File: src/rtl/logic_gate_sweep.sv
// N-input logic gate with registered output and a truth-table sweep engine.
// Optional macro TT_POPCOUNT_EN adds ones_cnt, the popcount of the captured table.
module logic_gate_sweep #(
  parameter int N_IN = 2
) (
  input  logic                 clk,
  input  logic                 rst,
  input  logic [2:0]           op,
  input  logic [N_IN-1:0]      in,
  input  logic                 in_valid,
  output logic                 y,
  output logic                 y_valid,
  input  logic                 start,
  output logic                 busy,
  output logic                 done,
  output logic [(1<<N_IN)-1:0] tt
`ifdef TT_POPCOUNT_EN
  ,
  output logic [N_IN:0]        ones_cnt
`endif
);

  localparam int TT_W  = 1 << N_IN;
  localparam int IDX_W = N_IN + 1;
  localparam logic [IDX_W-1:0] IDX_ONE  = IDX_W'(1);
  localparam logic [IDX_W-1:0] IDX_LAST = IDX_W'(TT_W - 1);

  typedef enum logic [1:0] {
    IDLE,
    SWEEP,
    DONE
  } state_e;

  state_e            state_q, state_d;
  logic [2:0]        op_q, op_d;
  logic [IDX_W-1:0]  idx_q, idx_d;
  logic [TT_W-1:0]   tt_q, tt_d;
  logic              y_q, y_d;
  logic              yv_q, yv_d;
  logic              busy_q, busy_d;
  logic              done_q, done_d;

  function automatic logic gate_f(
    input logic [2:0]      f_op,
    input logic [N_IN-1:0] x
  );
    logic r;
    unique case (f_op)
      3'b000: r = &x;
      3'b001: r = |x;
      3'b010: r = ^x;
      3'b011: r = ~(&x);
      3'b100: r = ~(|x);
      3'b101: r = ~(^x);
      3'b110: r = x[0];
      3'b111: r = ~x[0];
    endcase
    return r;
  endfunction

  // Next-state: normal evaluation in IDLE, one table bit per SWEEP cycle.
  always_comb begin
    state_d = state_q;
    op_d    = op_q;
    idx_d   = idx_q;
    tt_d    = tt_q;
    y_d     = y_q;
    yv_d    = 1'b0;
    unique case (state_q)
      IDLE: begin
        if (start) begin
          state_d = SWEEP;
          op_d    = op;
          tt_d    = '0;
          idx_d   = '0;
        end else if (in_valid) begin
          y_d  = gate_f(op, in);
          yv_d = 1'b1;
        end
      end
      SWEEP: begin
        tt_d[idx_q[N_IN-1:0]] = gate_f(op_q, idx_q[N_IN-1:0]);
        idx_d = idx_q + IDX_ONE;
        if (idx_q == IDX_LAST) begin
          state_d = DONE;
        end
      end
      DONE: begin
        state_d = IDLE;
      end
      default: begin
        state_d = IDLE;
      end
    endcase
    busy_d = (state_d == SWEEP);
    done_d = (state_d == DONE);
  end

  // State and output registers; status flags track the next state.
  always_ff @(posedge clk) begin
    if (rst) begin
      state_q <= IDLE;
      op_q    <= '0;
      idx_q   <= '0;
      tt_q    <= '0;
      y_q     <= 1'b0;
      yv_q    <= 1'b0;
      busy_q  <= 1'b0;
      done_q  <= 1'b0;
    end else begin
      state_q <= state_d;
      op_q    <= op_d;
      idx_q   <= idx_d;
      tt_q    <= tt_d;
      y_q     <= y_d;
      yv_q    <= yv_d;
      busy_q  <= busy_d;
      done_q  <= done_d;
    end
  end

  assign y       = y_q;
  assign y_valid = yv_q;
  assign busy    = busy_q;
  assign done    = done_q;
  assign tt      = tt_q;

`ifdef TT_POPCOUNT_EN
  logic [N_IN:0] cnt_q, cnt_d;

  // Popcount of the finished table, captured alongside the done pulse.
  always_comb begin
    cnt_d = cnt_q;
    if (state_q == IDLE && start) begin
      cnt_d = '0;
    end else if (state_q == SWEEP && state_d == DONE) begin
      cnt_d = IDX_W'($countones(tt_d));
    end
  end

  // Popcount register.
  always_ff @(posedge clk) begin
    if (rst) begin
      cnt_q <= '0;
    end else begin
      cnt_q <= cnt_d;
    end
  end

  assign ones_cnt = cnt_q;
`endif

endmodule

File: config.mk
export PLATFORM = sky130hd
export DESIGN_NAME = logic_gate_sweep
export DESIGN_NICKNAME = d
export VERILOG_FILES = /design/src/rtl/logic_gate_sweep.sv
export SDC_FILE = /design/constraint.sdc
export NUM_CORES = 1
export LEC_CHECK = 0
export CAP_MARGIN = 20
export CORE_UTILIZATION = 45
export DETAILED_ROUTE_END_ITERATION = 10
export MAX_ROUTING_LAYER = met4
export PLACE_DENSITY = 0.67
export SLEW_MARGIN = 20
export SYNTH_ARGS = -nofsm -noshare
export SYNTH_HDL_FRONTEND = slang
export SYNTH_SLANG_ARGS = --single-unit
File: constraint.sdc
create_clock -name clk -period 2.05 [get_ports clk]
set_input_delay 0.3075 -clock clk [delete_from_list [all_inputs] [get_ports clk]]
set_output_delay 0.3075 -clock clk [all_outputs]
set_load 0.02 [all_outputs]
* Word level (Yosys, flattened, before mapping) *
Index checks and enable logic that the tools add are counted.

storage, ports and cells
  register bits = 16
  output and inout bits = 8

cells by class
  add/subtract/negate cells = 1
  reductions and logical operators = 15
  eq/ne operators = 19
  bitwise logic cells = 10
  magnitude comparators = 2
  muxes and demuxes = 14

operators by type and width
  kind                   count
  $eq A3 B3 Y1 const B   8
  $pmux W1 S8            2
  $eq A3 B2 Y1 const B   5
  $not A1 Y1             10
  $pmux W4 S2            1
  $reduce_and A2 Y1      4
  $eq A3 B1 Y1 const B   2
  $logic_not A3 Y1       2
  $pmux W3 S2            1
  $bwmux W4              1
  $eq A2 B1 Y1 const B   2
  $mux W2                2
  $mux W4                1
  $pmux W2 S2            1
  $reduce_or A2 Y1       2
  $reduce_xor A2 Y1      2
  $add A3 B1 Y3 const B  1
  $lt A2 B3 Y1 const B   1
  $mux W1                3
  $mux W3                1
  $reduce_and A3 Y1      1
  $reduce_or A3 Y1       1
  $demux W1 S2           1
  $eq A2 B2 Y1 const B   1
  other kinds (5)        5

* Depth between registers and ports, before layout *
Gate-level depths: netlist of the first run.

  depth after elaboration = 6
  mapped depth = 6
  depth with buffers taken out = 6

* Worst setup path after synthesis of the first run *
Ideal clock, no wire load.

  kind = register to register
  start = register idx_q[0]
  end = register tt_q[1], in the netlist tt[1]
  arrival time = 1539 ps
  setup slack = 416 ps
  cell stages (with the launch flop) = 7
  buffers on the path = 0
  period minus slack after synthesis = 1634 ps
  library setup time = 95 ps
  path through = dfxtp_1 inv_1 ha_1 mux2i_1 o22ai_1 a311o_1 a221oi_1

between the ends
  longest elaborated chain between the ends = 6
  elaborated cells between the ends (all ways) = 16
  those cells by class = order compare (2); mux (6); bitwise (4); reduce/logical (4)

RTL lines
  item                                                               line    text
  from (decl)                                                        36      logic [IDX_W-1:0] idx_q, idx_d;
  from (signal assigned)                                             113     idx_q <= idx_d;
  $lt A2 B3 Y1 (implied by the code) (tied with other cells)         82      tt_d[idx_q[N_IN-1:0]] = gate_f(op_q, idx_q[N_IN-1:0]);
  $logic_and A1 B1 Y1 (implied by the code) (tied with other cells)  82
  $mux W1 (implied by the code) or $pmux W1 S8 (tied branches)       82, 48
  $demux W1 S2 or $mux W1 (tied branches)                            82, 69
  $bwmux W4 *                                                        82
  $pmux W4 S2 *                                                      69      unique case (state_q)
  to (signal assigned)                                               114     tt_q <= tt_d;
  to (decl)                                                          37      logic [TT_W-1:0] tt_q, tt_d;

Mark *: on every way between the ends. The rest lies on a longest branch, timed or not. The select of a mux whose other input is x is not followed.
A chain may end at the register's enable or synchronous reset.

* Final worst setup path of the first run *
  start = input port in[0]
  end = register y_q, in the netlist y

between the ends
  longest elaborated chain between the ends = 3
  elaborated cells between the ends (all ways) = 8
  those cells by class = mux (1); bitwise (4); reduce/logical (3)

RTL lines
  item                                       line        text
  from (decl)                                9           input logic [N_IN-1:0] in,
  $reduce_xor A2 Y1 (tied with other cells)  51, 54
  $not A1 Y1, on equally long branches       54, 52, 53
  $pmux W1 S8 *                              48          unique case (f_op)
  to (signal assigned)                       115         y_q <= y_d;
  to (decl)                                  38          logic y_q, y_d;

Mark *: on every way between the ends. The rest lies on a longest branch, timed or not.

==> results by group, run 1 <==
Power
  – Power Dens Cells: 604 nW/um2
  – Leak: 0.434 nW
  – Maximum vdd ir drop: 0.375 mV

Place
  – RePlAce Congestion: 0.768
  – Dpl cells: 134
  – Port Buffers: 16
  – Final HPWL DP: 1.29 mm
  – Setup WS pre-CTS: -0.135 ns

Clock tree
  – Hold buffers post-CTS: 0
  – CTS Buf Count: 3
  – CTS clk-pin slew, worst paths: 0.09 ns
  – CTS tree: done
  – Clk_lat worst skew: 0.28 ns
  – Root buffer cell: clkbuf_4
  – Sink Count: 16
  – Clock buffer depth: 2
  – H-tree depth: 1
  – Cts repair resizes: 0
  – Setup Buffers After CTS: 0

Logic synthesis
  – Top area cells in the synthesized netlist: dfxtp_1 (36%), ha_1 (9.7%), mux2i_1 (7.8%)
  – Avg Cell Area, Syn: 9.36 um2
  – Synth top cells by count: dfxtp_1 (16), nor2_1 (12), nor2b_1 (8)
  – Cells after Synth: 96
  – Synth async-reset ratio: 0%
  – Yosys cell types: 28
  – Most used DFF post-synth: dfxtp_1
  – Synth top area share: 35.7%
  – Most common cell in the netlist: dfxtp_1
  – Sequential element share of the synthesized area: 35.7%
  – Synth Register Bits: 16
  – Area leader, netlist: dfxtp_1
  – Ys Warns: 0
  – Post-synth EDFFs: 0
  – Cell Area, Synth: 898 um2
  – Syn Nets: 112

Floorplanning
  – # rows: 15
  – Chip height: 46.7 um
  – I/O Pins: 17
  – Placeable core area: 1800 um2
  – Die W: 46.7 um
  – Starting Density: 49.9%
  – Die Area: 2180 um2

Worst hold path
  – Worst Hold Class: flip-flop to flip-flop

Worst setup path
  – Crit path required time: 2.25 ns
  – Crit path buf inv count: 2
  – Peak per-stage delay on the critical path: 0.47 ns
  – Worst Path Arrival: 2.09 ns
  – WS Path Type: input port to flip-flop
  – CP Launch Type: input port
  – Critical path's slowest cell: clkdlybuf4s50_1
  – CP Cell Sequence: clkdlybuf4s50_1 > inv_1 > ha_1 > mux2_4 > mux4_2 > a211oi_2
  – Delay-heaviest family, CP: multiplexers
  – Worst Path Max Fanout: 2
  – Critical Path End Type: flip-flop

GRT
  – Vias in the first global route: 623
  – Total track usage: 18.5%
  – Antenna violations before repair: 0
  – Global-route wire length before repair: 2.74 mm
  – Pin count of the biggest net entering global routing: 17
  – Global route overflow: 0

Cells and area
  – Layout cells sized above 1: 10.6%
  – Layout area overhead: 24.0%
  – Fillers: 161
  – Final net count: 130
  – Storage element area: 320 um2
  – Multi-input gate area in the final layout: 524 um2
  – Ant. Diodes: 0
  – Layout Cells excl Fill: 138

Job
  – Max Cap Viol: 0

STA
  – Relative slew margins: 59.2%
  – Worst-margin pin slew: 0.610 ns
  – PnR worst setup slack: 0.166 ns
  – Final min period: 1.88 ns
  – RSZ-0062 raised after global routing: false
  – Fin. Hold Viols: 0
  – Final worst-path cycle share: 91.9%
  – Slew Limit Fails: 0
  – Fmax: 531 MHz
  – # setup viols final: 0
  – Clock skew: 0.00143 ns

Drt
  – DRT antenna net count: 0
  – Routed vias: 689
  – DR vias/cell: 4.99
  – 1st-iter DRT viols: 8
  – WL final: 1.68 mm
  – Router iterations before antenna repair: 4
  – WL per Instance: 12.1 um
  – Post-route DRC: 0

Outcome
  – Status: completed
[worst paths after layout]
path | startpoint | endpoint | slack [ns] | depth (start not counted)
worst min-delay path | idx_q[2] | idx_q[2] | 0.50 | 2
worst max-delay path | in[0] | y | 0.17 | 6
worst max register to register | idx_q[0] | tt[1] | 0.21 | 6
worst min register to register | idx_q[2] | idx_q[2] | 0.50 | 2
[sequential cells by signal, summed over array words and instances (netlist names)]
| register | cells |
|---|---|
| state_q | 2 |
| y | 1 |
| y_valid | 1 |
| tt | 4 |
| idx_q | 3 |
| done | 1 |
| op_q | 3 |
| busy | 1 |
[area by class of cell]
class / instances / area share [%]
clock buffers: 4 / 3.26
flip-flops and latches: 16 / 28.8
repair buffers: 18 / 15.7
multi-input cells: 68 / 47.1
well taps: 25 / 2.81
inverters: 7 / 2.36
[cells by family (layout without fill, tap and decap cells)]
kind of cell,count (synthesis),after routing,synth area share [%]
compound gates,20,20,16.3
fa+ha+maj,7,7,9.75
buf+inv,12,29,5.99
flops,16,16,35.7
mux,10,10,13.6
simple gates,31,31,18.7
[per-layer routing]
metal  global-route usage, %  up-vias  routed length (um)
met4                    6.86        0                  14
met1                    24.6      305                 859
met2                    26.9       14                 734
li1                        -      368                   -
met3                    4.71        2                  66
met5                       -        -                   0
[report_power, final]
group / internal (mW) / total [mW] / leakage, nW / switching [mW]
clock: 0.108 / 0.205 / 0.0210 / 0.0970
combinational: 0.0688 / 0.129 / 0.282 / 0.0601
sequential: 0.324 / 0.338 / 0.131 / 0.0147
[worst reg2reg max path, stage by stage (launching register included)]
cell and delay, ns:
dfxtp_1 0.46, inv_1 0.10, ha_1 0.34, mux2i_1 0.14, o22ai_1 0.08, a311o_1 0.35
a221oi_1 0.28
[cell usage in the layout (no fill, tap or decap), types with 5 or more instances in the layout]
cell type / instances
a21oi_1: 5
clkdlybuf4s50_1: 16
dfxtp_1: 16
ha_1: 7
inv_1: 7
mux2i_1: 7
nor2_1: 12
nor2b_1: 8
[per-stage QoR]
step	cell area (um2)	setup TNS, ns	total power, mW	hold slack [ns]	utilization [%]
floorplan	898	0	0.427	0.379	-
global placement	1080	-0.0923	0.472	0.465	59.8
detailed placement	1080	-0.135	0.475	0.480	59.8
CTS	1110	0	0.683	0.503	61.8
global route	1110	0	0.713	0.549	61.8
finish	1110	0	0.672	0.498	61.8
No activity file was read; power rests on OpenSTA's default activity.
==> run 2: changes to the inputs <==
Settings changed: SKIP_CTS_REPAIR_TIMING set to 1.
==> results of run 2 <==
Final layout, timing and power as in run 1 (identical DEF).
==> run 3: changes to the inputs <==
Settings changed: CORE_MARGIN set to 4, PLACE_DENSITY 0.67 to 0.71.
==> run 3 against run 2 <==
Utilization unchanged. Sequential power is essentially flat. Register-to-register slack lost 0.06 ns. Non-clock buffer count unchanged. Cell count unchanged. First-iteration DRC count fell by 13%. Critical path depth unchanged. Largest power group unchanged. Total power increased by 0.57%.
==> results by group, run 3 (synthesis gave the netlist of run 1 again) <==
Place
  – Port Buffers: 16 (unchanged)
  – RePlAce Congestion: 0.746 (-2.8%)
  – Setup WS pre-CTS: -0.140 ns (-0.00486 ns)
  – Post-placement cell area: 1080 um2 (unchanged)
  – Final HPWL DP: 1.29 mm (about the same)
  – Dpl cells: 134 (unchanged)

Drt
  – WL per Instance: 12.4 um (+2.3%)
  – Routed length on met1: 855 um (-0.47%)
  – DRT antenna net count: 0 (unchanged)
  – DR vias/cell: 5.25 (+5.2%)
  – Post-route DRC: 0 (unchanged)
  – WL met2: 775 um (+5.6%)
  – Router iterations before antenna repair: 4 (unchanged)
  – Met3 routed WL: 72 um (+9.1%)
  – WL final: 1.71 mm (+2.3%)
  – Routed vias: 725 (+5.2%)
  – Top Layer Used: met4
  – 1st-iter DRT viols: 7 (-1)

Worst setup path
  – Delay-heaviest family, CP: compound AO/OA/AOI/OAI gates
  – Worst Path Max Fanout: 7 (+5)
  – CP Cell Sequence: inv_1 > ha_1 > mux2i_1 > o22ai_1 > a311o_1 > a221oi_1
  – Crit path buf inv count: 1 (-1)
  – Critical path's slowest cell: dfxtp_1
  – Peak per-stage delay on the critical path: 0.47 ns (about the same)
  – CP Launch Type: flip-flop
  – WS Path Type: flip-flop to flip-flop
  – FF-to-FF setup slack: 0.15 ns (-0.06 ns)
  – Critical Path End Type: flip-flop
  – Worst Path Arrival: 2.08 ns (about the same)
  – Crit path required time: 2.24 ns (about the same)

Floorplanning
  – Die Area: 2780 um2 (+27%)
  – I/O Pins: 17 (unchanged)
  – Die W: 52.7 um (+13%)
  – Starting Density: 49.9% (unchanged)
  – Chip height: 52.7 um (+13%)
  – Placeable core area: 1800 um2 (unchanged)
  – # rows: 15 (unchanged)

Clock tree
  – H-tree depth: 1 (unchanged)
  – Clock buffer depth: 2 (unchanged)
  – Sink Count: 16 (unchanged)
  – Root buffer cell: clkbuf_4
  – CTS tree: done
  – CTS Buf Count: 3 (unchanged)
  – CTS clk-pin slew, worst paths: 0.10 ns (about the same)
  – Clk_lat worst skew: 0.28 ns (about the same)

GRT
  – Vias in the first global route: 672 (+7.9%)
  – Total track usage: 14.4% (-4.2 points)
  – Antenna violations before repair: 0 (unchanged)
  – Global-route wire length before repair: 2.90 mm (+5.8%)
  – Pin count of the biggest net entering global routing: 17 (unchanged)
  – Global route overflow: 0 (unchanged)

Cells and area
  – Final Cell Area: 1110 um2 (unchanged)
  – Layout cells sized above 1: 10.6% (unchanged)
  – Layout area overhead: 24.0% (unchanged)
  – Finished Core Util: 61.8% (unchanged)
  – Storage element area: 320 um2 (unchanged)
  – Multi-input gate area in the final layout: 524 um2 (unchanged)
  – Max reg flops: 4 (unchanged)
  – Most frequent cells in the layout: dfxtp_1 (16), clkdlybuf4s50_1 (16), nor2_1 (12), nor2b_1 (8)
  – Fillers: 170 (+5.6%)
  – Final net count: 130 (unchanged)
  – Ant. Diodes: 0 (unchanged)
  – Layout Cells excl Fill: 138 (unchanged)

STA
  – Fin. Hold Viols: 0 (unchanged)
  – Worst-margin pin slew: 0.584 ns (-0.0263 ns)
  – Final min period: 1.90 ns (+0.0136 ns)
  – # setup viols final: 0 (unchanged)
  – Setup TNS: 0 ns (unchanged)
  – Slew Limit Fails: 0 (unchanged)
  – Final worst-path cycle share: 92.5% (+0.66 points)
  – Fmax: 527 MHz (-0.71%)
  – Relative slew margins: 61.0% (+1.8 points)
  – Clock skew: 0.00387 ns (+0.00244 ns)
  – RSZ-0062 raised after global routing: false
  – PnR worst setup slack: 0.153 ns (-0.0136 ns)

Job
  – Max Cap Viol: 0 (unchanged)

Outcome
  – Status: completed

Power
  – Maximum vdd ir drop: 0.376 mV (+0.34%)
  – Leak: 0.434 nW (unchanged)
  – Power Dens Cells: 607 nW/um2 (+0.57%)

Worst hold path
  – Worst Hold Class: flip-flop to flip-flop
[run 3: cell counts in the layout (fill, tap and decap cells not counted)]
No cell type changed its count.
[run 3: layout make-up]
class / instances / share of cell area, %
Tap cell: 25 / 2.81
Timing Repair Buffer: 18 / 15.7
Multi-Input combinational cell: 68 / 47.1
Sequential cell: 16 / 28.8
Clock buffer: 4 / 3.26
Inverter: 7 / 2.36
[run 3: metrics by stage]
stage          hold WS [ns]  power [mW]
3_5_place_dp          0.478       0.474
2_1_floorplan         0.379       0.427
3_3_place_gp          0.465       0.470
5_1_grt               0.524       0.714
6_report              0.497       0.676
4_1_cts               0.501       0.681
[run 3: metal layers]
metal,global-route usage [%],vias up
li1,-,374
met1,17.8,333
met3,2.56,2
met5,-,-
met4,5.11,0
met2,23.3,16
[run 3: worst paths after layout]
kind | start | to | cells after the start
hold reg to reg | idx_q[2] | idx_q[2] | 2
hold / removal | idx_q[2] | idx_q[2] | 2
setup / recovery | idx_q[0] | tt[1] | 6
setup reg to reg | idx_q[0] | tt[1] | 6
[run 3: worst register-to-register path, stage by stage (launching register included)]
cell and delay (ns):
dfxtp_1 0.47, inv_1 0.10, ha_1 0.34, mux2i_1 0.17, o22ai_1 0.09, a311o_1 0.34
a221oi_1 0.29
[run 3: power by group]
part / internal, mW / switching, mW / leakage [nW]
clock network: 0.108 / 0.101 / 0.0210
logic: 0.0688 / 0.0600 / 0.282
registers: 0.324 / 0.0151 / 0.131
total: 0.500 / 0.176 / 0.434
